<file path="src/rtl/global_pool_layer.sv">
// Channel-interleaved global pooling: each channel's frame is reduced to one word
// (scaled saturating average or signed max), then the results are drained serially.
module global_pool_layer #(
   parameter int INPUT_SIZE = 4,
   parameter int N_CHANNELS = 2,
   parameter int WORD_SIZE  = 16,
   parameter int N_SIZE     = 8,
   parameter     MODE       = "avg",
   parameter int MULTIPLIER = (2 ** N_SIZE) / INPUT_SIZE
) (
   input  logic                        clk_i,
   input  logic                        reset_i,
   output logic                        ready_o,
   input  logic                        valid_i,
   input  logic signed [WORD_SIZE-1:0] data_r_i,
   output logic                        valid_o,
   input  logic                        ready_i,
   output logic signed [WORD_SIZE-1:0] data_r_o
);

   localparam int CHW = (N_CHANNELS > 1) ? $clog2(N_CHANNELS) : 1;
   localparam int SMW = (INPUT_SIZE > 1) ? $clog2(INPUT_SIZE) : 1;
   localparam int PW  = WORD_SIZE + 32;
   localparam logic [CHW-1:0] CH_LAST  = CHW'(N_CHANNELS - 1);
   localparam logic [SMW-1:0] SMP_LAST = SMW'(INPUT_SIZE - 1);
   localparam bit IS_MAX = (MODE == "max");

   localparam logic signed [PW-1:0] P_MAX = {{(PW-WORD_SIZE+1){1'b0}}, {(WORD_SIZE-1){1'b1}}};
   localparam logic signed [PW-1:0] P_MIN = {{(PW-WORD_SIZE+1){1'b1}}, {(WORD_SIZE-1){1'b0}}};
   localparam logic signed [WORD_SIZE-1:0] W_MAX = {1'b0, {(WORD_SIZE-1){1'b1}}};
   localparam logic signed [WORD_SIZE-1:0] W_MIN = {1'b1, {(WORD_SIZE-1){1'b0}}};

   typedef enum logic {eACCUM, eDRAIN} state_t;

   state_t                       state;
   logic [CHW-1:0]               ch_cnt;
   logic [SMW-1:0]               smp_cnt;
   logic [CHW-1:0]               out_cnt;
   logic signed [WORD_SIZE-1:0]  acc [N_CHANNELS];

   logic signed [PW-1:0]         prod;
   logic signed [PW-1:0]         shifted;
   logic signed [WORD_SIZE-1:0]  term;
   logic signed [WORD_SIZE-1:0]  cur;
   logic signed [WORD_SIZE:0]    sum;
   logic signed [WORD_SIZE-1:0]  sum_sat;
   logic signed [WORD_SIZE-1:0]  upd;

   // Next accumulator value for the channel receiving the current sample.
   always_comb begin
      prod    = PW'(data_r_i) * PW'(MULTIPLIER);
      shifted = prod >>> N_SIZE;
      if (shifted > P_MAX)
         term = W_MAX;
      else if (shifted < P_MIN)
         term = W_MIN;
      else
         term = shifted[WORD_SIZE-1:0];
      cur = acc[ch_cnt];
      sum = {cur[WORD_SIZE-1], cur} + {term[WORD_SIZE-1], term};
      if (sum[WORD_SIZE] != sum[WORD_SIZE-1])
         sum_sat = sum[WORD_SIZE] ? W_MIN : W_MAX;
      else
         sum_sat = sum[WORD_SIZE-1:0];
      if (IS_MAX)
         upd = (smp_cnt == '0 || data_r_i > cur) ? data_r_i : cur;
      else
         upd = (smp_cnt == '0) ? term : sum_sat;
   end

   always_ff @(posedge clk_i or posedge reset_i) begin
      if (reset_i) begin
         state    <= eACCUM;
         ready_o  <= 1'b1;
         valid_o  <= 1'b0;
         data_r_o <= '0;
         ch_cnt   <= '0;
         smp_cnt  <= '0;
         out_cnt  <= '0;
         for (int i = 0; i < N_CHANNELS; i++)
            acc[i] <= '0;
      end else begin
         case (state)
            eACCUM: begin
               if (valid_i) begin
                  acc[ch_cnt] <= upd;
                  if (ch_cnt == CH_LAST) begin
                     ch_cnt <= '0;
                     if (smp_cnt == SMP_LAST) begin
                        smp_cnt <= '0;
                        state   <= eDRAIN;
                        ready_o <= 1'b0;
                        valid_o <= 1'b1;
                        // With one channel, channel 0 is the one finishing this cycle.
                        data_r_o <= (ch_cnt == '0) ? upd : acc[0];
                     end else begin
                        smp_cnt <= smp_cnt + SMW'(1);
                     end
                  end else begin
                     ch_cnt <= ch_cnt + CHW'(1);
                  end
               end
            end
            eDRAIN: begin
               if (ready_i) begin
                  if (out_cnt == CH_LAST) begin
                     out_cnt  <= '0;
                     state    <= eACCUM;
                     ready_o  <= 1'b1;
                     valid_o  <= 1'b0;
                     data_r_o <= '0;
                  end else begin
                     out_cnt  <= out_cnt + CHW'(1);
                     data_r_o <= acc[out_cnt + CHW'(1)];
                  end
               end
            end
            default: state <= eACCUM;
         endcase
      end
   end

endmodule

</file>
<file path="config.mk">
export PLATFORM = sky130hd
export DESIGN_NAME = global_pool_layer
export DESIGN_NICKNAME = d
export VERILOG_FILES = /design/src/rtl/global_pool_layer.sv
export SDC_FILE = /design/constraint.sdc
export NUM_CORES = 1
export LEC_CHECK = 0
export ABC_AREA = 1
export BUFFER_PORTS_ARGS = -buffer_cell sky130_fd_sc_hd__buf_2
export CELL_PAD_IN_SITES_DETAIL_PLACEMENT = 1
export CELL_PAD_IN_SITES_GLOBAL_PLACEMENT = 1
export CORE_MARGIN = 2
export CORE_UTILIZATION = 46
export CTS_CLUSTER_SIZE = 12
export DETAILED_ROUTE_END_ITERATION = 6
export PLACE_DENSITY_LB_ADDON = 0.1
export SYNTH_ARGS = -nofsm -noshare
export SYNTH_HDL_FRONTEND = slang
export SYNTH_SLANG_ARGS = --single-unit
</file>
<file path="constraint.sdc">
create_clock -name clk_i -period 6.6 [get_ports clk_i]
set_input_delay 0.33 -clock clk_i [delete_from_list [all_inputs] [get_ports clk_i]]
set_output_delay 0.33 -clock clk_i [all_outputs]
set_load 0.01 [all_outputs]
</file>
[Yosys cells after proc, flatten, opt, wreduce, memory -nomap -nowiden]
Index checks and enable logic that the tools add are counted.
Storage, ports and cells
  word-level logic and storage cells: 76
  bits of input ports: 20
  register bits after elaboration: 55
  output and inout port bits: 18
Cells by class
  reductions and logical operators: 7
  $add $sub $neg: 4
  bitwise gates (word level): 3
  muxes and demuxes: 41
  eq/ne operators: 7
  $lt $le $gt $ge: 5
Operators with widths (number)
  $mux W16: 17
  $bwmux W32: 1
  $pmux W16 S2: 1
  $add A16 B16 Y17: 1
  $mux W1: 17
  $demux W16 S1: 1
  $gt A14 B16 Y1 const B: 1
  $lt A14 B16 Y1 const B: 1
  $ne A2 B2 Y1 const B: 4
  $pmux W1 S2: 3
  $reduce_and A5 Y1: 1
  $ge A2 B2 Y1 const B: 2
  $not A1 Y2: 2
  $reduce_and A2 Y1: 2
  $reduce_and A4 Y1: 1
  $reduce_and A3 Y1: 1
  $add A1 B1 Y1 const B: 2
  $add A2 B1 Y2 const B: 1
  $eq A2 B2 Y1 const B: 1
  $logic_not A2 Y1: 1
  $lt A2 B1 Y1 const B: 1
  $mux W2: 1
  $ne A2 B1 Y1 const B: 1
  $logic_and A1 B1 Y1: 1
  other kinds (2): 2

[Depth between registers and ports, before layout]
Gate-level depths: netlist (run 1).
  depth after elaboration: 9
  gate-level depth with buffers: 20
  depth with buffers taken out: 18

[Worst setup path after synthesis (run 1)]
Ideal clock, no wire load.
  kind: register to register
  start: reg ch_cnt
  end: reg acc[10] (netlist name)
  stages on the path, launching flop included: 19
  setup time: 0.119 ns
  slack: 4.062 ns
  data required time: 6.481 ns
  data arrival time: 2.419 ns
  cells stage by stage: dfrtp_1 -> clkbuf_1 -> clkbuf_1 -> o21ai_0 -> ha_1 -> fa_1 -> nand2_1 -> nand2_1 -> nand3_1 -> nand2_2 -> nand2_2 -> nand3_1 -> nand2_2 -> nand2_4 -> buf_6 -> nand2_1 -> nand2_1 -> nand3_1 -> nand2_1
Between the ends
  longest elaborated chain between the ends: 9
  elaborated cells between the ends (all ways): 15
  those cells by class: add/sub (1); order compare (2); eq/ne (1); mux (9); bitwise (1); reduce/logical (1)
RTL lines
  start, declared: RTL line 36  | logic [CHW-1:0] ch_cnt;
  start signal, assigned: RTL line 100  | ch_cnt <= ch_cnt + CHW'(1);
  $not A1 Y2 (not written as such) *: RTL line 59, 86
  $mux W16 (not written as such) (3 in a row): RTL line 59  | cur = acc[ch_cnt];
  $add A16 B16 Y17: RTL line 60  | sum = {cur[WORD_SIZE-1], cur} + {term[WORD_SIZE-1], term};
  $mux W16 or $ne A1 B1 Y1 (tied branches): RTL line 62, 61
  $mux W16: RTL line 61  | if (sum[WORD_SIZE] != sum[WORD_SIZE-1])
  $mux W16: RTL line 68  | upd = (smp_cnt == '0) ? term : sum_sat;
  $bwmux W32 *: RTL line 86  | acc[ch_cnt] <= upd;
  end signal, assigned by index: RTL line 86
  end, declared: RTL line 39  | logic signed [WORD_SIZE-1:0] acc [N_CHANNELS];
Every way passes the cells marked *; elsewhere a longest branch is shown, timed or not. The select of a mux whose other input is x is not followed.
A chain may end at the register's enable or synchronous reset.

[Worst setup path in the final report (run 1)]
  start: reg ch_cnt
  end: reg acc[14] (netlist name)
The elaborated chain is that of the path after synthesis.

==> results of run 1 <==
-- layout by cell type, fill, tap and decap left out, types with 2 or more instances in the layout --
cell                        synthesis  routed
sky130_fd_sc_hd__clkbuf_8           0       5
sky130_fd_sc_hd__a31oi_1           16      16
sky130_fd_sc_hd__inv_2              1       2
sky130_fd_sc_hd__buf_4              0       2
sky130_fd_sc_hd__buf_2              7      35
sky130_fd_sc_hd__dfrtp_1           54      54
sky130_fd_sc_hd__o21ai_0           28      28
sky130_fd_sc_hd__a21oi_1           14      14
sky130_fd_sc_hd__xor2_1             6       6
sky130_fd_sc_hd__nand3b_1           3       3
sky130_fd_sc_hd__nand2_1          189     189
sky130_fd_sc_hd__bufinv_16          0       2
sky130_fd_sc_hd__and2_1             3       3
sky130_fd_sc_hd__nand2_2            7       7
sky130_fd_sc_hd__or2_2             23      23
sky130_fd_sc_hd__ha_1              18      18
sky130_fd_sc_hd__or2_1              2       2
sky130_fd_sc_hd__inv_1             47      46
sky130_fd_sc_hd__nor2_1            31      31
sky130_fd_sc_hd__nand3_1           53      53
sky130_fd_sc_hd__o21bai_1           2       2
sky130_fd_sc_hd__xnor2_1            3       3
sky130_fd_sc_hd__clkinv_1           3       3
-- tightest hold or removal path, stage by stage --
cell                    delay [ps]
sky130_fd_sc_hd__buf_2         100
sky130_fd_sc_hd__inv_2          30
sky130_fd_sc_hd__buf_4         560
-- final timing paths --
check,from,to,slack [ps],cells past startpoint
max in group asynchronous,reset_i,acc[2],5940,3
worst min-delay path,reset_i,data_r_o[15],200,3
worst min register to register,ready_o,ready_o,480,2
worst max-delay path,ch_cnt,acc[14],3070,17
worst max register to register,ch_cnt,acc[14],3070,17
min in group clk_i,ready_i,out_cnt,290,3
-- routing by layer --
layer	part of all wire	track usage	vias up
met3	0.023	0.0185	6
li1	-	-	1727
met5	0	0	-
met4	0.0094	0.0551	0
met2	0.48	0.410	42
met1	0.49	0.365	1621
-- flip-flops by register name, summed over array words and instances, names as in the netlist --
register and flops:
ready_o 1, valid_o 1, smp_cnt 2, state 1, ch_cnt 1, data_r_o 16, out_cnt 1, acc 32
-- cells by family (layout without fill, tap and decap cells) --
kind of cell               Yosys count  in the layout  share of synthesized area
and+or+nand+nor                    315            315                      0.371
buffers and inverters               70             96                     0.0758
AOI/OAI and AO/OA                   61             61                     0.0908
DFF                                 55             55                      0.374
adders and majority gates           19             19                     0.0666
xor gates and xnor gates             9              9                     0.0214
-- area by class of cell --
type	count	area [um^2]
fill	1069	3680
multi-input combinational	404	2020
sequential	55	1380
inverter	51	191
timing repair buffer	37	190
tap	102	128
clock buffer	6	72.6
clock inverter	2	60.1
-- metrics by stage --
stage	hold WS [ps]	setup slack [ps]	util
global placement	447	3140	0.506
global route	245	2570	0.523
CTS	230	2980	0.523
floorplan	449	4060	-
detailed placement	461	3020	0.506
finish	203	3070	0.523
==> run summary, run 1 <==
The run finished with clean final reports. The number of clock sinks was 55. During synthesis, Yosys emitted a total of 0 warnings. The worst setup path is captured at a register. The total overflow left after global routing is 0. Buffers placed on the I/O ports in this run total 35. The worst setup path is of the register to register kind.

The cell sitting at the root of the clock tree is a sky130_fd_sc_hd__clkbuf_8. Summed over all instances, the cell type with the most area after synthesis is sky130_fd_sc_hd__dfrtp_1. The share of the clock period used by the worst path after layout was 0.535. Die height: 93.5 um.

The critical path goes through o21ai_0 -> ha_1 -> fa_1 -> nand2_1 -> nand2_1 -> nand3_1 -> nand2_2 -> nand2_2 -> nand2_1 -> nand2_1 -> nand2_1 -> nand2_1 -> nand2_2 -> inv_2 -> nand2_1 -> nand3_1 -> nand2_1. The run gives 9920 um as the sum of routed wire length over all layers. The routed via count divided by cell count was 5.17; the final instance count without filler cells was 657. The dominant delay contributor by cell family on the critical path is simple AND/OR/NAND/NOR gates.

The logs give 0 for the number of buffers inserted to repair setup after CTS and 0 for the total count of max-transition violations in the final report. The fraction of post-synthesis cell area in the top cell type by area works out to 0.367. Sorting the synthesized cells by area gives the leading types as sky130_fd_sc_hd__dfrtp_1 37%, sky130_fd_sc_hd__nand2_1 19%, sky130_fd_sc_hd__nand3_1 7.2%. The area growth from synthesis to layout is 9.86%.

The post-cts gate resize count is 0. The number of CTS-inserted buffers was 5. The slew of the pin with the lowest slew margin was 1010 ps; the number of standard-cell rows in the floorplan was 32. In this run the mean area of a mapped cell was 6.96 um^2. The initial cell density of the core came out at 0.476. The tools report the upper clock frequency limit as 0.283 GHz. Setup repair after global routing left no endpoint under its margin. The peak fanout along the critical path came out at 35. The final total negative setup slack was 0 ps; the total setup violations reported at the end of the flow was 0. Max-cap violations in this run came to 0. The count of TritonRoute iterations in the first routing pass is 5. For the count of final hold-check violations, the log shows 0. TritonCTS built the clock tree. The logs give 0.327 for the worst slew slack as a fraction of its limit and 0 for the number of antenna diodes. The tools report the mapped cell area as 3680 um^2.

In this run the cell area measured after placement is 3910 um^2. The clock reaches the later pin of the worst-skew pair after 310 ps. The number of enable flip-flop cells after synthesis was 0; the area of the placeable core was 7730 um^2.

In this design, the stage delay of the slowest critical-path cell is 1020 ps. The first global-routing pass estimated 17400 um of wire. The predominant post-synthesis flop cell was sky130_fd_sc_hd__dfrtp_1. The routed design could run at a clock period as short as 3530 ps. The detailed router finished its first iteration with 239 violations. After the last flow step, the layout net total stands at 593. The count of buffering cells on the critical path with inverters included was 1. The number of nets in the synthesized netlist is 568.

Share of synthesized registers carrying an async set or reset: 1.00. In this run, post-CTS hold repair placed 0 buffers. The clock-pin transition on the worst setup and hold timing paths is 100 ps, and the sequential-to-total area share from yosys stat is 0.374.

Type of the most critical hold path: input port to async pin. The die span in x was 93.5 um; the all-layer global routing usage was 0.251. The run gives 0 as the count of antenna-violating nets left after detailed routing.

The H-tree generated during clock tree synthesis spans 2 levels. The commonest cells after synthesis are 189 x sky130_fd_sc_hd__nand2_1, 54 x sky130_fd_sc_hd__dfrtp_1, 53 x sky130_fd_sc_hd__nand3_1. The tools report the number of instances in the synthesized netlist as 529. Pin placement for this block handled 38 I/O pins. The initial antenna violation count is 0. The clock passes through at most 2 buffers. Across the routed clock network, the largest skew measured is 7.13 ps. Including well taps, the total number of placed cells is 649. The finished cells cover 4040 um^2. The tools report the arrival time reported for the critical path endpoint as 3730 ps. After detailed routing, the number of remaining DRC violations is 0. Synthesis instantiated 29 different standard cells from the library. The run gives 56 as the largest net degree at the start of global routing.

In the post-synthesis netlist, the cell with the most instances is sky130_fd_sc_hd__nand2_1. STA classifies the critical path startpoint as a register. The estimated wirelength of the detail-placed design is 7500 um. The share of post-route cells with drive strength above 1 is 0.146, and the floorplan die area is 8730 um^2. The tools report the number of global-route vias before repair as 3552. The logs give 6800 ps for the required time of the critical path and 0.836 for the global placer's final weighted congestion. Synthesis inferred 55 register bits. The cell occurring most often along the worst timing path is sky130_fd_sc_hd__nand2_1. The slowest cell on the critical path was sky130_fd_sc_hd__dfrtp_1. Via total after detailed routing: 3396. After detailed routing, the average wire length per cell comes to 15.1 um.
Power of run 1 is not shown: default switching activity piles up to over one toggle a cycle in this logic, so the estimate is an artifact.
==> run 2: changes to the inputs <==
ABC_AREA = 0   (was 1)
CORE_UTILIZATION = 45   (was 46)
clock period = 3.4 ns   (was 6.6 ns; I/O delays follow)
==> run summary, run 2 <==
Commonest cells in the synthesized netlist: 65 x sky130_fd_sc_hd__a21oi_1, 54 x sky130_fd_sc_hd__dfrtp_1, 45 x sky130_fd_sc_hd__nor2_1 (was 189 x sky130_fd_sc_hd__nand2_1, 54 x sky130_fd_sc_hd__dfrtp_1, 53 x sky130_fd_sc_hd__nand3_1). The tools report the post-route standard cell area excluding fillers as 4110 um^2 (was 4040 um^2). Leading registers by flop count: acc (32), data_r_o (16), smp_cnt (2) (unchanged).

The run gives 2 (unchanged) as the maximum buffer depth of the clock tree. Top library cells by usage in the layout, fill and taps aside: 65 x sky130_fd_sc_hd__a21oi_1, 54 x sky130_fd_sc_hd__dfrtp_1, 45 x sky130_fd_sc_hd__nor2_1 (was 189 x sky130_fd_sc_hd__nand2_1, 54 x sky130_fd_sc_hd__dfrtp_1, 53 x sky130_fd_sc_hd__nand3_1). The tools report the count of final hold-check violations as 0 (unchanged). Number of nets in the synthesized netlist: 449 (was 568). The number of enable flip-flop cells after synthesis came out at 0 (unchanged). The peak fanout along the critical path was 8 (was 35); the power density relative to cell area was 1270 nW/um^2. The source-to-sink clock delay at the later pin of the worst-skew pair came out at 330 ps (was 310 ps). The share of synthesized registers carrying an async set or reset came out at 1.00 (unchanged). The logs give 7690 um^2 (was 7730 um^2) for the area of the placeable core and 51 (was 29) for the number of distinct library cell variants in the gate-level netlist after synthesis. The die span in x is 92.8 um (was 93.5 um). The critical path launch point type was a register (unchanged). Floorplan die area: 8620 um^2 (was 8730 um^2). The type of the worst setup path was register to register (unchanged).

The total count of max-transition violations in the final report came out at 0 (unchanged). The clock period minus final worst setup slack was 3280 ps (was 3530 ps). The die height is 92.8 um (was 93.5 um).

Number of global-route vias before repair: 3451 (was 3552). The logs give 0.00178 uW for the leakage power total and 0 (unchanged) for the number of buffers inserted to repair setup after CTS. The arrival time reported for the critical path endpoint is 3500 ps (was 3730 ps). The worst voltage drop across the vdd grid is 0.488 mV. The logs give 0.392 (was 0.327) for the worst slew slack as a fraction of its limit and 3215 (was 3396) for the via total after detailed routing.

The type of the most critical hold path is input port to register (was input port to async pin). The logs give 55 (unchanged) for the number of clock sinks and 0 (unchanged) for the remaining routing DRC violations. The top cell type by total area after synthesis was sky130_fd_sc_hd__dfrtp_1 (unchanged).

Clock-pin transition on the worst setup and hold timing paths: 100 ps (about the same). Leading cell types by total area after synthesis: sky130_fd_sc_hd__dfrtp_1 38%, sky130_fd_sc_hd__a21oi_1 9.2%, sky130_fd_sc_hd__ha_1 6.3% (was sky130_fd_sc_hd__dfrtp_1 37%, sky130_fd_sc_hd__nand2_1 19%, sky130_fd_sc_hd__nand3_1 7.2%). The tools report the sequential-to-total area share from yosys stat as 0.388 (was 0.374). The estimated wirelength of the detail-placed design was 7990 um (was 7500 um); the number of flip-flops under the largest register name was 32 (unchanged). The run finished with clean final reports. The tools report the all-layer global routing usage as 0.261 (was 0.251).

The sum of routed wire length over all layers is 10400 um (was 9920 um), and the share of the clock period used by the worst path after layout is 0.965 (was 0.535). The tools report the number of standard-cell rows in the floorplan as 32 (unchanged). For the count of antenna-violating nets left after detailed routing, the log shows 0 (unchanged).

TritonCTS built the clock tree. The number of top-level design ports was 38 (unchanged). The total of buffers placed on input and output ports was 35 (unchanged). The tools report the initial detailed-routing violation count as 97 (was 239).

The relative area change from synthesis to final layout came out at 15.8% (was 9.86%). The number of antenna diodes came out at 0 (unchanged). Largest register by flop count: acc (unchanged). The total setup violations reported at the end of the flow is 0 (unchanged). The count of TritonRoute iterations in the first routing pass is 4 (was 5). For the clock skew, the log shows 10.9 ps (was 7.13 ps). The tools report the global placer's final weighted congestion as 0.878 (was 0.836). Setup repair after global routing left no endpoint under its margin. The mean instance size in the synthesized netlist is 8.66 um^2 (was 6.96 um^2), and the number of instances in the synthesized netlist is 410 (was 529). The total grt overflow is 0 (unchanged), and the number of inserted filler cells in the final layout is 977 (was 1069). The routed via count divided by cell count was 5.70 (was 5.17). Wire length of the first global-routing pass: 17400 um (about the same).

The largest net degree at the start of global routing was 34 (was 56). The CTS H-tree depth was 2 (unchanged). The tools report the critical path endpoint category as a register (unchanged).

Area after detailed placement: 3990 um^2 (was 3910 um^2). The share of post-route cells with drive strength above 1 works out to 0.219 (was 0.146). The final total negative setup slack came out at 0 ps (unchanged).

Most common cell after layout, fill and taps aside: sky130_fd_sc_hd__a21oi_1 (was sky130_fd_sc_hd__nand2_1). The required time of the critical path was 3620 ps (was 6800 ps); the mapped cell area was 3550 um^2 (was 3680 um^2). The routed length per placed instance was 18.4 um (was 15.1 um). The tools report the initial antenna violation count as 0 (unchanged).

Number of nets in the final layout: 500 (was 593). The hold slack came out at 124 ps (was 203 ps). The synthesis warning total came out at 0 (unchanged). Most common cell in the synthesized netlist: sky130_fd_sc_hd__a21oi_1 (was sky130_fd_sc_hd__nand2_1). The run gives 0.535 (was 0.523) as the core occupancy in the finished layout. The fraction of post-synthesis cell area in the top cell type by area is 0.380 (was 0.367). The initial cell density of the core is 0.462 (was 0.476), and the slew of the pin with the lowest slew margin is 912 ps (was 1010 ps). The tools report the total of max-cap violations as 0 (unchanged). The post-synthesis register bit count is 55 (unchanged), and the upper clock frequency limit is 0.305 GHz (was 0.283 GHz). The tools report the clock tree root buffer cell as sky130_fd_sc_hd__clkbuf_8 (unchanged).

For the number of CTS-inserted buffers, the log shows 5 (unchanged). The predominant post-synthesis flop cell is sky130_fd_sc_hd__dfrtp_1 (unchanged).
==> run 2: cell count changes after synthesis, moves of 5 or more <==
cell                       delta
sky130_fd_sc_hd__a21oi_1     +51
sky130_fd_sc_hd__a31oi_1      -5
sky130_fd_sc_hd__buf_2        -6
sky130_fd_sc_hd__inv_1       -39
sky130_fd_sc_hd__mux2_2      +16
sky130_fd_sc_hd__nand2_1    -149
sky130_fd_sc_hd__nand2_2      -7
sky130_fd_sc_hd__nand2b_1     +5
sky130_fd_sc_hd__nand3_1     -49
sky130_fd_sc_hd__nor2_1      +14
sky130_fd_sc_hd__nor2b_1     +22
sky130_fd_sc_hd__o21ai_0      +8
sky130_fd_sc_hd__o221ai_1     +5
sky130_fd_sc_hd__or2_2       -22
==> run 2: layout make-up <==
cell class,instances,area [um^2],share of cell area
repair buffers,63,388,0.0943
multi-input cells,328,2080,0.506
inverters,8,30.0,0.00730
well taps,102,128,0.0310
flip-flops and latches,55,1380,0.335
clock buffers,6,72.6,0.0176
clock inverters,2,37.5,0.00913
==> run 2: logic make-up after synthesis <==
logic type / Yosys count / share of synthesized area
AO/OA/AOI/OAI: 150 / 0.258
flip-flops: 55 / 0.388
AND/OR/NAND/NOR: 128 / 0.167
XOR/XNOR: 11 / 0.0271
multiplexers: 16 / 0.0507
adder cells (fa/ha/maj): 23 / 0.0810
buffers and inverters: 27 / 0.0289
==> run 2: what timing repair did <==
action | in CTS | in global routing
hold buffers | 1 | 0
endpoints found under the setup margin | 0 | 12
resized for setup | 0 | 5
hold endpoints to repair | 31 | 0
==> run 2: critical path, cell delays in order (launching register included) <==
cell	delay, ps
sky130_fd_sc_hd__dfrtp_1	390
sky130_fd_sc_hd__buf_4	200
sky130_fd_sc_hd__mux2_2	370
sky130_fd_sc_hd__ha_1	320
sky130_fd_sc_hd__a21oi_2	190
sky130_fd_sc_hd__o21bai_1	80
sky130_fd_sc_hd__a311o_1	370
sky130_fd_sc_hd__o22a_1	260
sky130_fd_sc_hd__o311a_4	360
sky130_fd_sc_hd__maj3_2	320
sky130_fd_sc_hd__a221oi_1	320
==> run 2: layer usage <==
metal	GRT usage	routed length, um	share of wire
met4	0.103	259	0.025
met5	0	0	0
met2	0.435	4890	0.47
met1	0.356	5020	0.49
met3	0.0155	179	0.017
==> run 2: power breakdown <==
group          internal, uW  switching [uW]  leakage, uW
registers               987             253     0.000628
clock network           220             230    0.0000514
logic                  1530            2010      0.00110
total                  2740            2490      0.00178
==> run 2: path summary, 6_finish.rpt <==
| check | cells after the start | from | end | slack, ps |
|---|---|---|---|---|
| max in group asynchronous | 4 | reset_i | acc[1] | 2110 |
| min in group asynchronous | 3 | reset_i | data_r_o[6] | 490 |
| max | 10 | ch_cnt | acc[4] | 120 |
| max reg2reg | 10 | ch_cnt | acc[4] | 120 |
| min reg2reg | 2 | ready_o | ready_o | 470 |
| min | 3 | ready_i | ready_o | 120 |
==> run 2: stage by stage <==
step	cells	power, uW	setup slack [ps]
2_1_floorplan	410	3590	76.8
3_3_place_gp	555	4580	195
3_5_place_dp	555	4750	135
4_1_cts	564	5220	85.5
5_1_grt	564	5720	28.8
6_report	564	5230	118
(Power assumes the default switching activity.)
==> run 3: changes to the inputs <==
CORE_UTILIZATION = 41   (was 45)
clock period = 2.9 ns   (was 3.4 ns; I/O delays follow)
==> run summary, run 3 (synthesized netlist as in run 2, its figures left out) <==
The flow ran to the end, but the final reports show violations. The final reports fail on negative setup slack. The startpoint of the lowest-slack register-to-register path is ch_cnt (unchanged).

The wire length of the first global-routing pass was 18600 um (was 17400 um); the count of cells along the worst register-to-register path was 9 (was 10). The initial cell density of the core came out at 0.428 (was 0.462). The number of antenna diodes is 0 (unchanged). Termination of the worst setup path: acc[3] (was acc[4]). The run gives 202 (was 97) as the initial detailed-routing violation count.

Setup repair after global routing could not meet its margin everywhere. The die span in x came out at 97.1 um (was 92.8 um). The estimated wirelength of the detail-placed design was 8750 um (was 7990 um).

The count of final hold-check violations is 0 (unchanged), and the all-layer global routing usage is 0.245 (was 0.261). The worst slew slack as a fraction of its limit is 0.370 (was 0.392). The clock period minus final worst setup slack came out at 3080 ps (was 3280 ps).

The number of standard-cell rows in the floorplan was 33 (was 32). The logs give 3300 ps (was 3500 ps) for the arrival time reported for the critical path endpoint and 9420 um^2 (was 8620 um^2) for the floorplan die area. The required time of the critical path is 3120 ps (was 3620 ps). The critical path launch point type was a register (unchanged).

The die height was 97.1 um (was 92.8 um). The run gives 0.830 (was 0.878) as the global placer's final weighted congestion. The type of the worst setup path is register to register (unchanged). The worst slack after detailed placement was -226 ps (was 135 ps).

The total setup violations reported at the end of the flow is 29 (was 0), and the upper clock frequency limit is 0.325 GHz (was 0.305 GHz). Type of the most critical hold path: input port to register (unchanged). The initial antenna violation count was 0 (unchanged). The share of the clock period used by the worst path after layout came out at 1.06 (was 0.965).

The largest net degree at the start of global routing was 30 (was 34). Critical path endpoint category: a register (unchanged). Top library cells by usage in the layout, fill and taps aside: 62 x sky130_fd_sc_hd__buf_4, 59 x sky130_fd_sc_hd__a21oi_1, 53 x sky130_fd_sc_hd__dfrtp_1 (was 65 x sky130_fd_sc_hd__a21oi_1, 54 x sky130_fd_sc_hd__dfrtp_1, 45 x sky130_fd_sc_hd__nor2_1).

For the source-to-sink clock delay at the later pin of the worst-skew pair, the log shows 320 ps (was 330 ps). The run gives 541 (was 500) as the number of nets in the final layout. Leading registers by flop count: acc (32), data_r_o (16), smp_cnt (2) (unchanged). For the number of top-level design ports, the log shows 38 (unchanged).

Worst setup path startpoint: ch_cnt (unchanged). TritonCTS built the clock tree. For the number of global-route vias before repair, the log shows 3509 (was 3451). The most common cell after layout, fill and taps aside is sky130_fd_sc_hd__buf_4 (was sky130_fd_sc_hd__a21oi_1). For the count of TritonRoute iterations in the first routing pass, the log shows 4 (unchanged). The tools report the number of CTS-inserted buffers as 5 (unchanged). The tools report the endpoint of the most critical register-to-register path as acc[3] (was acc[4]). Number of flip-flops under the largest register name: 32 (unchanged).

The tools report the slack of the critical path as -177 ps (was 118 ps). The slew of the pin with the lowest slew margin works out to 945 ps (was 912 ps). The clock tree root buffer cell is sky130_fd_sc_hd__clkbuf_8 (unchanged). Total of buffers placed on input and output ports: 35 (unchanged). The peak fanout along the critical path is 9 (was 8), and the routed via count divided by cell count is 5.68 (was 5.70). The internal reg-to-reg setup slack is -180 ps (was 120 ps), and the clock skew is 5.20 ps (was 10.9 ps). The relative area change from synthesis to final layout works out to 34.0% (was 15.8%).

The run gives 0 (unchanged) as the total of max-cap violations. The total grt overflow is 0 (unchanged). Largest register by flop count: acc (unchanged). The run gives 2 (unchanged) as the CTS H-tree depth. Clock-pin transition on the worst setup and hold timing paths: 100 ps (about the same). The routed length per placed instance is 19.5 um (was 18.4 um).

The run gives 8300 um^2 (was 7690 um^2) as the area of the placeable core. The count of antenna-violating nets left after detailed routing was 0 (unchanged). Total count of max-transition violations in the final report: 0 (unchanged). Remaining routing DRC violations: 0 (unchanged). The sum of routed wire length over all layers is 11800 um (was 10400 um), and the share of post-route cells with drive strength above 1 is 0.358 (was 0.219). The logs give 2 (unchanged) for the maximum buffer depth of the clock tree and 55 (unchanged) for the number of clock sinks. The via total after detailed routing came out at 3455 (was 3215).
-- run 3: cell count changes in the layout (fill, tap and decap cells not counted), moves of 4 or more --
cell / change
sky130_fd_sc_hd__a221oi_2: +4
sky130_fd_sc_hd__ha_4: +6
sky130_fd_sc_hd__o21ai_1: +5
sky130_fd_sc_hd__buf_4: +35
sky130_fd_sc_hd__ha_1: -7
sky130_fd_sc_hd__a21oi_1: -6
sky130_fd_sc_hd__buf_6: +4
sky130_fd_sc_hd__a21oi_4: +6
sky130_fd_sc_hd__o21ai_0: -17
sky130_fd_sc_hd__a221oi_1: -4
sky130_fd_sc_hd__o21ai_2: +11
-- run 3: final cells by class --
type,instances,area [um^2]
clock buffers,7,76.3
clock inverters,1,30.0
inverters,8,30.0
multi-input cells,328,2380
fillers,1011,3540
repair buffers,104,736
well taps,105,131
flip-flops and latches,55,1380
-- run 3: what timing repair did --
| item | in CTS | in global routing |
|---|---|---|
| gates resized for setup | 17 | 35 |
| endpoints found under the hold margin | 27 | 0 |
| setup buffers | 3 | 5 |
| pin swaps | 9 | 9 |
| endpoints found under the setup margin | 32 | 32 |
| hold buffers | 1 | 0 |
-- run 3: how the worst min path moves through the flow --
stage	startpoint	to	cells past startpoint
4_1_cts	ready_i	ready_o	3
6_report	ready_i	ready_o	3
2_1_floorplan	ready_i	ready_o	2
3_3_place_gp	reset_i	data_r_o[14]	2
3_5_place_dp	reset_i	data_r_o[2]	2
5_1_grt	ready_i	ready_o	3
-- run 3: metrics by stage --
step | instances | area [um^2] | hold slack, ps | utilization | TNS (ps)
4_1_cts | 603 | 4610 | 107 | 0.555 | -3650
5_1_grt | 608 | 4760 | 115 | 0.573 | -5430
2_1_floorplan | 410 | 3730 | 275 | - | -1770
3_5_place_dp | 591 | 4410 | 256 | 0.531 | -4780
6_report | 608 | 4760 | 98.8 | 0.573 | -2560
3_3_place_gp | 591 | 4410 | 237 | 0.531 | -2920
-- run 3: worst max-delay path, cell delays in order, from the launching register on --
cell	delay (ps)
sky130_fd_sc_hd__dfrtp_2	430
sky130_fd_sc_hd__buf_12	140
sky130_fd_sc_hd__mux2_2	340
sky130_fd_sc_hd__ha_1	250
sky130_fd_sc_hd__a21o_1	220
sky130_fd_sc_hd__a311o_1	360
sky130_fd_sc_hd__o22a_4	260
sky130_fd_sc_hd__o311a_4	340
sky130_fd_sc_hd__maj3_2	360
sky130_fd_sc_hd__a221oi_2	270
-- run 3: per-layer routing --
| metal | global-route usage | part of all wire |
|---|---|---|
| met5 | 0 | 0 |
| met4 | 0.0661 | 0.016 |
| met3 | 0.0237 | 0.040 |
| met2 | 0.388 | 0.47 |
| met1 | 0.361 | 0.47 |
Power of run 3 is left out for the same reason.
